[config.mk]
export PLATFORM = sky130hd
export DESIGN_NAME = dmem_arbiter_flat
export DESIGN_NICKNAME = d
export VERILOG_FILES = /design/src/rtl/dmem_pkg.sv /design/src/rtl/dmem_arbiter_if.sv /design/src/rtl/rr_pick.sv /design/src/rtl/dmem_arbiter.sv /design/src/flat_wrapper.sv
export SDC_FILE = /design/constraint.sdc
export NUM_CORES = 1
export LEC_CHECK = 0
export ABC_AREA = 1
export CAP_MARGIN = 20
export CORE_ASPECT_RATIO = 1.4
export CORE_MARGIN = 2
export CORE_UTILIZATION = 42
export CTS_CLUSTER_DIAMETER = 60
export CTS_CLUSTER_SIZE = 8
export DETAILED_ROUTE_END_ITERATION = 16
export PLACE_DENSITY = 0.85
export SETUP_SLACK_MARGIN = 0.4
export SYNTH_ARGS = -nofsm -noshare
export SYNTH_HDL_FRONTEND = slang
export SYNTH_SLANG_ARGS = --single-unit
export TNS_END_PERCENT = 1
[constraint.sdc]
create_clock -name clk -period 2.9 [get_ports clk]
set_input_delay 0.58 -clock clk [delete_from_list [all_inputs] [get_ports clk]]
set_output_delay 0.58 -clock clk [all_outputs]
set_load 0.01 [all_outputs]
[src/rtl/dmem_pkg.sv]
// Shared definitions for the data-memory arbiter: FSM encoding, default widths,
// and the round-robin pointer advance.
package dmem_pkg;

  localparam int DMEM_AW = 8;
  localparam int DMEM_DW = 8;

  typedef enum logic [1:0] {
    IDLE   = 2'd0,
    ACCESS = 2'd1,
    RESP   = 2'd2
  } dmem_state_t;

  function automatic int rr_next(input int idx, input int n);
    return (idx + 1) % n;
  endfunction

endpackage

[src/rtl/dmem_arbiter_if.sv]
// Core-side request/response bundle plus the shared memory port of the arbiter.
// The slave modport is the arbiter's view; master is the cores-plus-memory side.
interface dmem_arbiter_if
  import dmem_pkg::*;
#(
  parameter int NCORES = 4,
  parameter int AW     = DMEM_AW,
  parameter int DW     = DMEM_DW
);
  logic [NCORES-1:0]    req;
  logic [NCORES-1:0]    we;
  logic [NCORES*AW-1:0] addr;
  logic [NCORES*DW-1:0] wdata;
  logic [NCORES-1:0]    gnt;
  logic [NCORES-1:0]    done;
  logic [DW-1:0]        rdata;

  logic                 mem_en;
  logic                 mem_we;
  logic [AW-1:0]        mem_addr;
  logic [DW-1:0]        mem_wdata;
  logic [DW-1:0]        mem_rdata;

  modport slave (
    input  req, we, addr, wdata, mem_rdata,
    output gnt, done, rdata, mem_en, mem_we, mem_addr, mem_wdata
  );

  modport master (
    output req, we, addr, wdata, mem_rdata,
    input  gnt, done, rdata, mem_en, mem_we, mem_addr, mem_wdata
  );

endinterface

[src/rtl/rr_pick.sv]
// Combinational round-robin selector: first set request at index >= ptr,
// wrapping modulo NCORES. Returns one-hot grant, binary index and valid.
module rr_pick #(
  parameter int NCORES = 4,
  parameter int PW     = $clog2(NCORES)
) (
  input  logic [NCORES-1:0] req,
  input  logic [PW-1:0]     ptr,
  output logic [NCORES-1:0] gnt,
  output logic [PW-1:0]     idx,
  output logic              valid
);
  logic [2*NCORES-1:0] req2;
  logic [NCORES-1:0]   rot;
  logic [PW-1:0]       off;
  logic [PW:0]         sum;

  // Doubling the vector turns the wrap-around scan into a plain lowest-bit search.
  assign req2 = {req, req};
  assign rot  = req2[ptr +: NCORES];

  always_comb begin
    off   = '0;
    valid = 1'b0;
    for (int k = NCORES - 1; k >= 0; k--) begin
      if (rot[k]) begin
        off   = PW'(k);
        valid = 1'b1;
      end
    end
  end

  assign sum = {1'b0, ptr} + {1'b0, off};
  assign idx = (sum >= (PW+1)'(NCORES)) ? PW'(sum - (PW+1)'(NCORES)) : PW'(sum);

  genvar gi;
  generate
    for (gi = 0; gi < NCORES; gi++) begin : g_onehot
      assign gnt[gi] = valid && (idx == PW'(gi));
    end
  endgenerate

endmodule

[src/rtl/dmem_arbiter.sv]
// Round-robin arbiter sharing one fixed-latency data-memory port among NCORES cores.
// One transaction at a time: IDLE (pick) -> ACCESS (MEM_LAT cycles) -> RESP (done pulse).
module dmem_arbiter
  import dmem_pkg::*;
#(
  parameter int NCORES  = 4,
  parameter int AW      = DMEM_AW,
  parameter int DW      = DMEM_DW,
  parameter int MEM_LAT = 2
) (
  input  logic          clk,
  input  logic          rst,
  dmem_arbiter_if.slave bus
);
  localparam int PW = $clog2(NCORES);
  localparam int CW = (MEM_LAT > 1) ? $clog2(MEM_LAT) : 1;

  logic [AW-1:0] core_addr  [NCORES];
  logic [DW-1:0] core_wdata [NCORES];

  genvar gi;
  generate
    for (gi = 0; gi < NCORES; gi++) begin : g_unpack
      assign core_addr[gi]  = bus.addr[gi*AW +: AW];
      assign core_wdata[gi] = bus.wdata[gi*DW +: DW];
    end
  endgenerate

  dmem_state_t       state_reg;
  logic [PW-1:0]     ptr_reg;
  logic [PW-1:0]     sel_reg;
  logic [CW-1:0]     cnt_reg;
  logic              we_reg;
  logic [NCORES-1:0] gnt_reg;
  logic [NCORES-1:0] done_reg;
  logic [DW-1:0]     rdata_reg;
  logic              mem_en_reg;
  logic              mem_we_reg;
  logic [AW-1:0]     mem_addr_reg;
  logic [DW-1:0]     mem_wdata_reg;

  logic [NCORES-1:0] pick_gnt;
  logic [PW-1:0]     pick_idx;
  logic              pick_valid;

  rr_pick #(
    .NCORES(NCORES),
    .PW    (PW)
  ) u_pick (
    .req  (bus.req),
    .ptr  (ptr_reg),
    .gnt  (pick_gnt),
    .idx  (pick_idx),
    .valid(pick_valid)
  );

  always_ff @(posedge clk) begin
    if (rst) begin
      state_reg     <= IDLE;
      ptr_reg       <= '0;
      sel_reg       <= '0;
      cnt_reg       <= '0;
      we_reg        <= 1'b0;
      gnt_reg       <= '0;
      done_reg      <= '0;
      rdata_reg     <= '0;
      mem_en_reg    <= 1'b0;
      mem_we_reg    <= 1'b0;
      mem_addr_reg  <= '0;
      mem_wdata_reg <= '0;
    end else begin
      case (state_reg)
        IDLE: begin
          // The memory-port registers double as the request latch for the whole access.
          if (pick_valid) begin
            sel_reg       <= pick_idx;
            we_reg        <= bus.we[pick_idx];
            gnt_reg       <= pick_gnt;
            mem_en_reg    <= 1'b1;
            mem_we_reg    <= bus.we[pick_idx];
            mem_addr_reg  <= core_addr[pick_idx];
            mem_wdata_reg <= core_wdata[pick_idx];
            cnt_reg       <= CW'(MEM_LAT - 1);
            state_reg     <= ACCESS;
          end
        end
        ACCESS: begin
          mem_we_reg <= 1'b0;
          if (cnt_reg == '0) begin
            mem_en_reg    <= 1'b0;
            mem_addr_reg  <= '0;
            mem_wdata_reg <= '0;
            if (!we_reg) begin
              rdata_reg <= bus.mem_rdata;
            end
            done_reg  <= gnt_reg;
            state_reg <= RESP;
          end else begin
            cnt_reg <= cnt_reg - CW'(1);
          end
        end
        RESP: begin
          done_reg  <= '0;
          gnt_reg   <= '0;
          rdata_reg <= '0;
          ptr_reg   <= PW'(rr_next(int'(sel_reg), NCORES));
          state_reg <= IDLE;
        end
        default: state_reg <= IDLE;
      endcase
    end
  end

  assign bus.gnt       = gnt_reg;
  assign bus.done      = done_reg;
  assign bus.rdata     = rdata_reg;
  assign bus.mem_en    = mem_en_reg;
  assign bus.mem_we    = mem_we_reg;
  assign bus.mem_addr  = mem_addr_reg;
  assign bus.mem_wdata = mem_wdata_reg;

endmodule

[src/flat_wrapper.sv]
// flat-port wrapper written by rule: the top's interface ports become plain ports
module dmem_arbiter_flat import dmem_pkg::*;
#(
  parameter int NCORES  = 4,
  parameter int AW      = DMEM_AW,
  parameter int DW      = DMEM_DW,
  parameter int MEM_LAT = 2
)
  (clk, rst, bus_req, bus_we, bus_addr, bus_wdata, bus_mem_rdata, bus_gnt, bus_done, bus_rdata, bus_mem_en, bus_mem_we, bus_mem_addr, bus_mem_wdata);
  dmem_arbiter_if #(.NCORES(NCORES), .AW(AW), .DW(DW)) bus_i ();
  input  logic clk;
  input  logic rst;
  input wire logic [$bits(bus_i.req)-1:0] bus_req;
  input wire logic [$bits(bus_i.we)-1:0] bus_we;
  input wire logic [$bits(bus_i.addr)-1:0] bus_addr;
  input wire logic [$bits(bus_i.wdata)-1:0] bus_wdata;
  input wire logic [$bits(bus_i.mem_rdata)-1:0] bus_mem_rdata;
  output wire logic [$bits(bus_i.gnt)-1:0] bus_gnt;
  output wire logic [$bits(bus_i.done)-1:0] bus_done;
  output wire logic [$bits(bus_i.rdata)-1:0] bus_rdata;
  output wire logic [$bits(bus_i.mem_en)-1:0] bus_mem_en;
  output wire logic [$bits(bus_i.mem_we)-1:0] bus_mem_we;
  output wire logic [$bits(bus_i.mem_addr)-1:0] bus_mem_addr;
  output wire logic [$bits(bus_i.mem_wdata)-1:0] bus_mem_wdata;
  assign bus_i.req = bus_req;
  assign bus_i.we = bus_we;
  assign bus_i.addr = bus_addr;
  assign bus_i.wdata = bus_wdata;
  assign bus_i.mem_rdata = bus_mem_rdata;
  assign bus_gnt = bus_i.gnt;
  assign bus_done = bus_i.done;
  assign bus_rdata = bus_i.rdata;
  assign bus_mem_en = bus_i.mem_en;
  assign bus_mem_we = bus_i.mem_we;
  assign bus_mem_addr = bus_i.mem_addr;
  assign bus_mem_wdata = bus_i.mem_wdata;
  dmem_arbiter #(.NCORES(NCORES), .AW(AW), .DW(DW), .MEM_LAT(MEM_LAT)) u_core (.clk(clk), .rst(rst), .bus(bus_i));
endmodule
### After elaboration in Yosys (flattened, before gate mapping)

Index checks and enable logic that the tools add are counted.

| word-level totals | value |
|---|---|
| bits in writable memories | 0 |
| memories kept | 0 |
| bits in latches | 0 |
| output and inout port bits | 34 |
| memory bits (read-only) | 0 |
| bits of input ports | 82 |
| register bits after elaboration | 42 |
| logic and storage cells | 84 |

| operators by class | value |
|---|---|
| reductions and logical operators | 16 |
| equality and inequality tests | 8 |
| divide/modulo/power cells | 0 |
| add/sub/neg operators | 4 |
| shifts and indexed selects | 1 |
| muxes and demuxes | 39 |
| bitwise gates (word level) | 1 |
| multipliers | 0 |
| magnitude comparators | 3 |

Operator list:

| kind | number |
|---|---|
| 8-bit two-way mux | 9 |
| 8-bit case mux with 2 select lines | 3 |
| 8-bit binary-select mux with 2-bit select | 2 |
| 4-bit case mux with 2 select lines | 2 |
| 2-bit two-way mux | 7 |
| 2-bit AND reduction | 5 |
| 1-bit two-way mux | 9 |
| 4-bit two-way mux | 2 |
| 8-bit by 3-bit indexed part select with 4-bit output | 1 |
| 2-bit equality test (second input constant) | 3 |
| 3-bit greater-or-equal comparator (second input constant) | 2 |
| 2-bit != test (second input constant) | 3 |
| 1-bit case mux with 2 select lines | 3 |
| 3-bit AND reduction | 2 |
| 2-bit nonzero test | 3 |
| 2-bit by 1-bit equality test with 1-bit output (second input constant) | 2 |
| 1-bit logical AND | 4 |
| 2-bit logical NOT | 2 |
| 2-bit case mux with 2 select lines | 1 |
| 2-bit by 2-bit adder with 3-bit output | 1 |
| 2-bit by 3-bit less-than comparator with 1-bit output (second input constant) | 1 |
| 2-bit inverter with 3-bit output | 1 |
| 2-bit by 1-bit adder with 2-bit output (second input constant) | 1 |
| 1-bit binary-select mux with 2-bit select | 1 |
| other kinds (2) | 2 |

### Depth between registers and ports, before layout

Gate-level depths: netlist (run 1).

| depth | value |
|---|---|
| word-level depth | 14 |
| depth in mapped cells | 15 |

### Cells and area by module

Synthesis (run 1) repeated with hierarchy kept, for this count alone.

| unflattened totals | value |
|---|---|
| cells, all modules | 430 |
| area, all modules | 2,592.5 um^2 |

By module, submodules not included:

| module | seq. area each (um^2) | cells each | area each (um^2) | times used |
|---|---|---|---|---|
| dmem_arbiter | 840.8 | 387 | 2,374.8 | 1 |
| rr_pick | 0.0 | 43 | 217.7 | 1 |

### Least setup slack after synthesis (run 1)

No wires, ideal clock.

| timing | value |
|---|---|
| path kind | in2reg |
| start point | in bus_req[3] |
| end point | reg u_core.mem_wdata_reg[1], in the netlist u_core.bus.mem_wdata[1] |
| cell stages on the path | 12 |
| arrival | 2,133 ps |
| required time | 2,762 ps |
| setup slack | 630 ps |
| setup time | 138 ps |
| buffers on the path | 2 |
| path through | nand2_1 nand3_1 nand2_2 nand3_1 a21boi_0 ha_1 buf_2 buf_2 mux2i_1 nand3_1 nand3_2 a21oi_2 |

| on the way | value |
|---|---|
| longest elaborated chain between the ends | 14 |
| elaborated cells between the ends (all ways) | 21 |
| those cells by class | add/sub (2); order compare (1); eq/ne (1); shift (1); mux (14); bitwise (1); reduce/logical (1) |

Ends and longest elaborated chain:

| what | RTL line | source |
|---|---|---|
| from (decl) | flat_wrapper.sv:13 | `input wire logic [$bits(bus_i.req)-1:0] bus_req;` |
| 8-bit by 3-bit indexed part select with 4-bit output (*) | rr_pick.sv:20 | `assign rot = req2[ptr +: NCORES];` |
| 2-bit two-way mux (3 in series) | rr_pick.sv:26 | `if (rot[k]) begin` |
| 2-bit two-way mux (*) | rr_pick.sv:26 |  |
| 2-bit by 2-bit adder with 3-bit output (*) | rr_pick.sv:33 | `assign sum = {1'b0, ptr} + {1'b0, off};` |
| 3-bit greater-or-equal comparator or 2-bit by 1-bit subtractor with 2-bit output (tied branches) | rr_pick.sv:34 | `assign idx = (sum >= (PW+1)'(NCORES)) ? PW'(sum - (PW+1)'(NCORES)) : PW'(sum);` |
| 2-bit two-way mux (*) | rr_pick.sv:34 |  |
| named net u_core.pick_idx[0] | dmem_arbiter.sv:43 | `logic [PW-1:0] pick_idx;` |
| 2-bit inverter with 3-bit output (implied by the code) (*) | dmem_arbiter.sv:82 | `mem_wdata_reg <= core_wdata[pick_idx];` |
| 8-bit binary-select mux with 2-bit select (*) | dmem_arbiter.sv:82 |  |
| 8-bit two-way mux (implied by the code) (*) (2 in series) | dmem_arbiter.sv:82 |  |
| 8-bit two-way mux (*) | dmem_arbiter.sv:75 | `if (pick_valid) begin` |
| 8-bit case mux with 2 select lines (*) | dmem_arbiter.sv:72 | `case (state_reg)` |
| to (signal assigned) | dmem_arbiter.sv:82 |  |
| to (decl) | dmem_arbiter.sv:40 | `logic [DW-1:0] mem_wdata_reg;` |

Mark *: on every way through the listed nets, which the timed path passes. The rest lies on a longest branch. The select of a mux whose other input is x is not followed.
A chain may end at the register's enable or synchronous reset.

### Final worst setup path (run 1)

| timing | value |
|---|---|
| start point | reg u_core.ptr_reg[0] |
| end point | reg u_core.mem_wdata_reg[0], in the netlist u_core.bus.mem_wdata[0] |

| on the way | value |
|---|---|
| longest elaborated chain between the ends | 14 |
| elaborated cells between the ends (all ways) | 21 |
| those cells by class | add/sub (2); order compare (1); eq/ne (1); shift (1); mux (14); bitwise (1); reduce/logical (1) |

Ends and longest elaborated chain:

| what | RTL line | source |
|---|---|---|
| from (decl) | dmem_arbiter.sv:30 | `logic [PW-1:0] ptr_reg;` |
| from (signal assigned) | dmem_arbiter.sv:106 | `ptr_reg <= PW'(rr_next(int'(sel_reg), NCORES));` |
| 8-bit by 3-bit indexed part select with 4-bit output | rr_pick.sv:20 |  |
| 2-bit two-way mux (4 in series) | rr_pick.sv:26 |  |
| 2-bit by 2-bit adder with 3-bit output | rr_pick.sv:33 |  |
| 3-bit greater-or-equal comparator or 2-bit by 1-bit subtractor with 2-bit output (tied branches) | rr_pick.sv:34 |  |
| 2-bit two-way mux | rr_pick.sv:34 |  |
| 2-bit inverter with 3-bit output (implied by the code) | dmem_arbiter.sv:82 |  |
| 8-bit binary-select mux with 2-bit select | dmem_arbiter.sv:82 |  |
| 8-bit two-way mux (implied by the code) (2 in series) | dmem_arbiter.sv:82 |  |
| 8-bit two-way mux | dmem_arbiter.sv:75 |  |
| 8-bit case mux with 2 select lines | dmem_arbiter.sv:72 |  |

Parallel ways exist; a longest one is shown, timed or not. The select of a mux whose other input is x is not followed.

==> metrics, run 1 <==
I/O pins=116; CP Data Arrival Time=2.65 ns; Final Instance Area=3980 um2; hold path depth=2; fin crit period=2.42 ns; status=complete, no violations; delay of the slowest critical-path stage=0.58 ns; syn_nets=387; overall routed net length=7.17 mm; Hold WC Path Type=flop to flop; max-cap violation count=0; H-tree levels=2; top-count cell post-synth=nand3_1; setup_tns=0 ns; CTS root buffer=clkbuf_8; Die X=69.6 um; CP max-delay cell=dfxtp_1; DP Area=3720 um2; Slew Limit Headroom=65.8%; 1st-iter DRT viols=123; # setup viols final=0; RSZ-0062 raised after global routing=no; Mapped Cells=304; Fin Hold WS=0.463 ns; Avg Cell Area, Syn=8.31 um2; CTS tree=done; EDFF count, synth=0; Pre-antenna DRT Iters=4; routed via count=2546; crit path kind=flop to flop; Synth area leaders=dfxtp_1, mux2i_1, nand3_1, a21oi_2, nand2_1; clk sinks=42; final hold vios=0; Bufs on Longest Clock Path=2; Crit Path Max Fanout=7; Synth Cell Area=2530 um2; GP Congestion=0.792; drt drc=0; FF-to-FF End=u_core.bus.mem_wdata[0]; Core ar.=5820 um2; pwr/cell area=557 nW/um2; synth cell count leaders=nand3_1, dfxtp_1, mux2i_1, nand2_1, a21oi_1; vias in the first global route=2534; Crit path depth=15; number of I/O port buffers=115; Fillers=457; All-Layer GR Usage=20.7%; Synth area leader=dfxtp_1; Worst-path clk slew=0.09 ns; DP HPWL=5.40 mm; total congestion overflow=0; Pwr Total=2220 uW; worst flop-to-flop path startpoint=u_core.ptr_reg[0]; Initial Util=43.4%; period utilization=83.5%; DR WL/cell=14.5 um; Chip Height=95.8 um; Worst Path Required=3.13 ns; Worst-Margin Slew=0.511 ns; crit path buf inv count=4; antenna violations before repair=0; global-route wire length before repair=11.2 mm; later-pin clock latency in the skew report=0.30 ns; vias per inst=5.16; Syn. warnings=0; FMAX=0.413 GHz; reg2reg path depth=15; Die Footprint=6660 um2; final clock skew=0.00982 ns; sequential fraction of the synthesis area=33.3%; Register Area=841 um2; CTS buffer count=5; ys async rst share=0%; # nets final=505; Yosys cell types=29; Main synth FF type=dfxtp_1; row count=33; ratio of cells with drive above 1 in the final layout=22.9%; top cell type's share of synthesized area=33.3%; Layout area overhead=57.4%; max-slew violation count=0; cells along the critical path=inv_2 -> nand2_2 -> nand3_1 -> nand2_2 -> nand3_2 -> a21boi_2 -> ha_4 -> xor2_4 -> inv_2 -> nand3_4 -> buf_4 -> buf_4 -> nand3_1 -> nand3_2 -> a21oi_2; CP startpoint kind=flop; flop2flop setup slack=0.48 ns; IR drop worst, VDD=262 uV; crit end category=flop; number of routed nets with antenna violations=0; pin count of the biggest net entering global routing=24; Top delay family on crit path=simple AND/OR/NAND/NOR gates; synthesis-stage register bit count=42; worst setup path startpoint=u_core.ptr_reg[0]; multi-input logic area=1560 um2; Worst Setup EP=u_core.bus.mem_wdata[0]; Pleak=0.00155 uW; ANT cells=0
## what timing repair did
item,CTS,global route
buffers inserted,1,7
hold buffers,0,0
endpoints found under the setup margin,20,22
pin swaps,0,10
resized for setup,4,19
cloned,0,0
## layout make-up
class / count / share of cell area (%)
multi-input combinational: 225 / 39.2
sequential: 42 / 21.1
clock inverter: 3 / 0.535
tap: 70 / 2.20
clock buffer: 5 / 1.73
timing repair buffer: 131 / 33.5
inverter: 17 / 1.73
## kinds of logic (layout without fill, tap and decap cells)
kind of cell / Yosys count / after routing / share of synthesized area [%]
XOR/XNOR: 2 / 2 / 1.44
flip-flops: 42 / 42 / 33.3
adder cells (fa/ha/maj): 1 / 1 / 0.495
multiplexers: 34 / 34 / 13.5
AO/OA/AOI/OAI: 43 / 43 / 11.3
buffers and inverters: 37 / 156 / 7.82
AND/OR/NAND/NOR: 145 / 145 / 32.2
## stage by stage
stage                     cells  utilization (%)  setup slack [ns]
final                       493             68.3             0.479
after global routing        493             68.3             0.308
after CTS                   486             66.1             0.391
after detailed placement    477             63.9           -0.0930
after global placement      477             63.9            0.0582
after floorplan             304                -             0.630
## worst reg2reg max path: stages (launching register included)
cell and delay (ns):
dfxtp_1 0.58, inv_2 0.12, nand2_2 0.10, nand3_1 0.10, nand2_2 0.11, nand3_2 0.07, a21boi_2 0.19, ha_4 0.18
xor2_4 0.08, inv_2 0.09, nand3_4 0.12, buf_4 0.18, buf_4 0.13, nand3_1 0.09, nand3_2 0.10, a21oi_2 0.13
## worst min path at each step
stage,start,end,slack [ns]
detailed placement,u_core.bus.rdata[2],u_core.bus.rdata[2],0.45
floorplan,u_core.sel_reg[0],u_core.ptr_reg[0],0.45
global route,u_core.bus.rdata[5],u_core.bus.rdata[5],0.49
global placement,u_core.bus.rdata[0],u_core.bus.rdata[0],0.45
CTS,u_core.bus.rdata[2],u_core.bus.rdata[2],0.47
finish,u_core.bus.rdata[2],u_core.bus.rdata[2],0.46
## power breakdown
| part | switching, uW | internal, uW |
|---|---|---|
| registers | 57.9 | 667 |
| logic | 558 | 556 |
| clock network | 210 | 169 |
| total | 826 | 1390 |
## metal layers
layer / routed length (um) / vias up / global-route usage, %
met5: 0 / - / 0
met4: 222 / 0 / 9.97
met3: 253 / 19 / 3.14
met2: 4110 / 80 / 40.7
met1: 2590 / 1176 / 21.2
li1: - / 1271 / -
## layout by cell type (no fill, tap or decap), types with 5 or more instances in the layout
cell             count
nor2_1              12
nand3_2             16
buf_4               10
clkbuf_8             5
mux2i_1             34
clkdlybuf4s50_1    110
nand2_2             19
a21oi_1             17
dfxtp_1             42
a21oi_2             16
nand2_1             28
nand3_1             58
inv_1               12
No activity file was read; power rests on OpenSTA's default activity.
==> inputs of run 2 (changes only) <==
CORE_UTILIZATION = 38   (was 42)
PLACE_DENSITY = 0.82   (was 0.85)
clock period = 2.2 ns   (was 2.9 ns; I/O delays follow)
==> run 2 against run 1 <==
Net effect:
- via count rose by 2.0%
- sequential share of layout area decreased by 0.78 points
- maximum frequency rose by 17%
- setup slack worse by 0.34 ns
- clock skew decreased by 0.0026 ns
- die area grew 10%
- hold slack about the same
- wire length grew 2.9%
- first-iteration DRC count fell by 7.3%
- critical path type unchanged
==> metrics, run 2 (synthesis results as in run 1) <==
status=complete, no violations; antenna violations before repair=0; CP Data Arrival Time=2.26 ns; routed via count=2597; DP HPWL=5.56 mm; # nets final=518; ANT cells=0; row count=35; most frequent cells in the layout=clkdlybuf4s50_1, nand3_1, dfxtp_1; CP max-delay cell=dfxtp_4; # hold bufs at CTS=0; clock power share=17.1%; sequential power share=30.9%; period utilization=93.8%; IR drop worst, VDD=374 uV; Fillers=524; CTS tree=done; Chip Height=100 um; Core ar.=6530 um2; P_int=1950 uW; H-tree levels=2; most common cell after layout, fill and taps aside=clkdlybuf4s50_1; max-slew violation count=0; max-cap violation count=0; CP startpoint kind=flop; Die X=72.9 um; crit end category=flop; ratio of cells with drive above 1 in the final layout=26.4%; Initial Util=38.7%; GP Congestion=0.832; later-pin clock latency in the skew report=0.30 ns; vias in the first global route=2590; Layout area overhead=64.4%; global-route wire length before repair=11.9 mm; GR Util met2=37.0%; FMAX=0.485 GHz; RSZ-0062 raised after global routing=yes; drt drc=0; Die Footprint=7330 um2; pin count of the biggest net entering global routing=21; clk sinks=42; Pre-antenna DRT Iters=4; Pwr Total=3100 uW; All-Layer GR Usage=20.5%; delay of the slowest critical-path stage=0.41 ns; Pleak=0.00162 uW; DR WL/cell=14.5 um; Bufs on Longest Clock Path=2; # setup viols final=0; number of I/O port buffers=115; Psw=1150 uW; GR Layer Usage met3=4.10%; GRT Max-Usage Layer=met2; vias per inst=5.09; final hold vios=0; Crit Path Max Fanout=6; I/O pins=116; Final Instance Area=4160 um2; pwr/cell area=746 nW/um2; Fin Hold WS=0.463 ns; CTS root buffer=clkbuf_8; DP Area=3960 um2; CTS buffer count=5; Comb pwr share=52.0%; cells along the critical path=inv_4 -> nand2_2 -> nand3_2 -> nand2_2 -> nand3_2 -> a21boi_2 -> ha_4 -> xor2_4 -> buf_12 -> nand2_8 -> nand2_4 -> buf_4 -> nand2_2 -> nand3_2 -> a21oi_2; Worst-path clk slew=0.09 ns; Worst-Margin Slew=0.483 ns; Hold WC Path Type=flop to flop; Slew Limit Headroom=67.7%; overall routed net length=7.38 mm; final clock skew=0.00723 ns; Worst Path Required=2.39 ns; Switching Share=37.1%; met1 Use GR=23.1%; crit path kind=flop to flop; fin crit period=2.06 ns; total congestion overflow=0; number of routed nets with antenna violations=0; 1st-iter DRT viols=114
run 2: critical path: cells and delay by family (launching register included):
kind	cells	cell delay [ns]
AO/OA/AOI/OAI	2	0.25
XOR/XNOR	1	0.19
adder cells (fa/ha/maj)	1	0.18
buffers and inverters	3	0.35
flip-flops	1	0.41
AND/OR/NAND/NOR	8	0.58
run 2: power by group through the flow:
stage	logic [uW]	clock network (uW)	registers [uW]
final	1610	530	958
after global routing	1730	568	970
after CTS	1610	535	956
after detailed placement	1520	0	971
after global placement	1480	0	968
after floorplan	875	0	1000
run 2: worst paths after layout:
check	slack, ns	cells after the start	end	startpoint
max	0.14	15	u_core.bus.mem_addr[6]	u_core.ptr_reg[0]
min	0.46	2	u_core.bus.rdata[5]	u_core.bus.rdata[5]
max reg2reg	0.14	15	u_core.bus.mem_addr[6]	u_core.ptr_reg[0]
min reg2reg	0.46	2	u_core.bus.rdata[5]	u_core.bus.rdata[5]
run 2: routing by layer:
| metal | vias to the layer above | part of all wire, % | routed length [um] |
|---|---|---|---|
| met5 | - | 0 | 0 |
| met4 | 0 | 2.8 | 208 |
| met3 | 16 | 4.3 | 317 |
| met2 | 84 | 55 | 4060 |
| met1 | 1195 | 38 | 2790 |
| li1 | 1302 | - | - |
run 2: final cells by class:
type	instances	area, um2	area share, %
flip-flops and latches	42	846	20.4
repair buffers	144	1470	35.5
multi-input cells	225	1580	38.0
clock buffers	5	68.8	1.66
inverters	17	71.3	1.72
well taps	74	92.6	2.23
clock inverters	3	25.0	0.602
run 2: what timing repair did:
item / 4_1_cts / 5_1_grt
pin swaps: 9 / 7
buffers inserted: 2 / 1
gates resized for setup: 17 / 1
cloned: 1 / 0
setup endpoints to repair: 24 / 30
run 2: through the flow:
stage / std cells / util, % / worst slack (ns) / setup TNS, ns
2_1_floorplan: 304 / - / 0.180 / 0
3_3_place_gp: 498 / 60.6 / -0.368 / -8.11
3_5_place_dp: 498 / 60.6 / -0.456 / -9.77
4_1_cts: 509 / 63.5 / 0.152 / 0
5_1_grt: 510 / 63.7 / 0.0147 / 0
6_report: 510 / 63.7 / 0.137 / 0
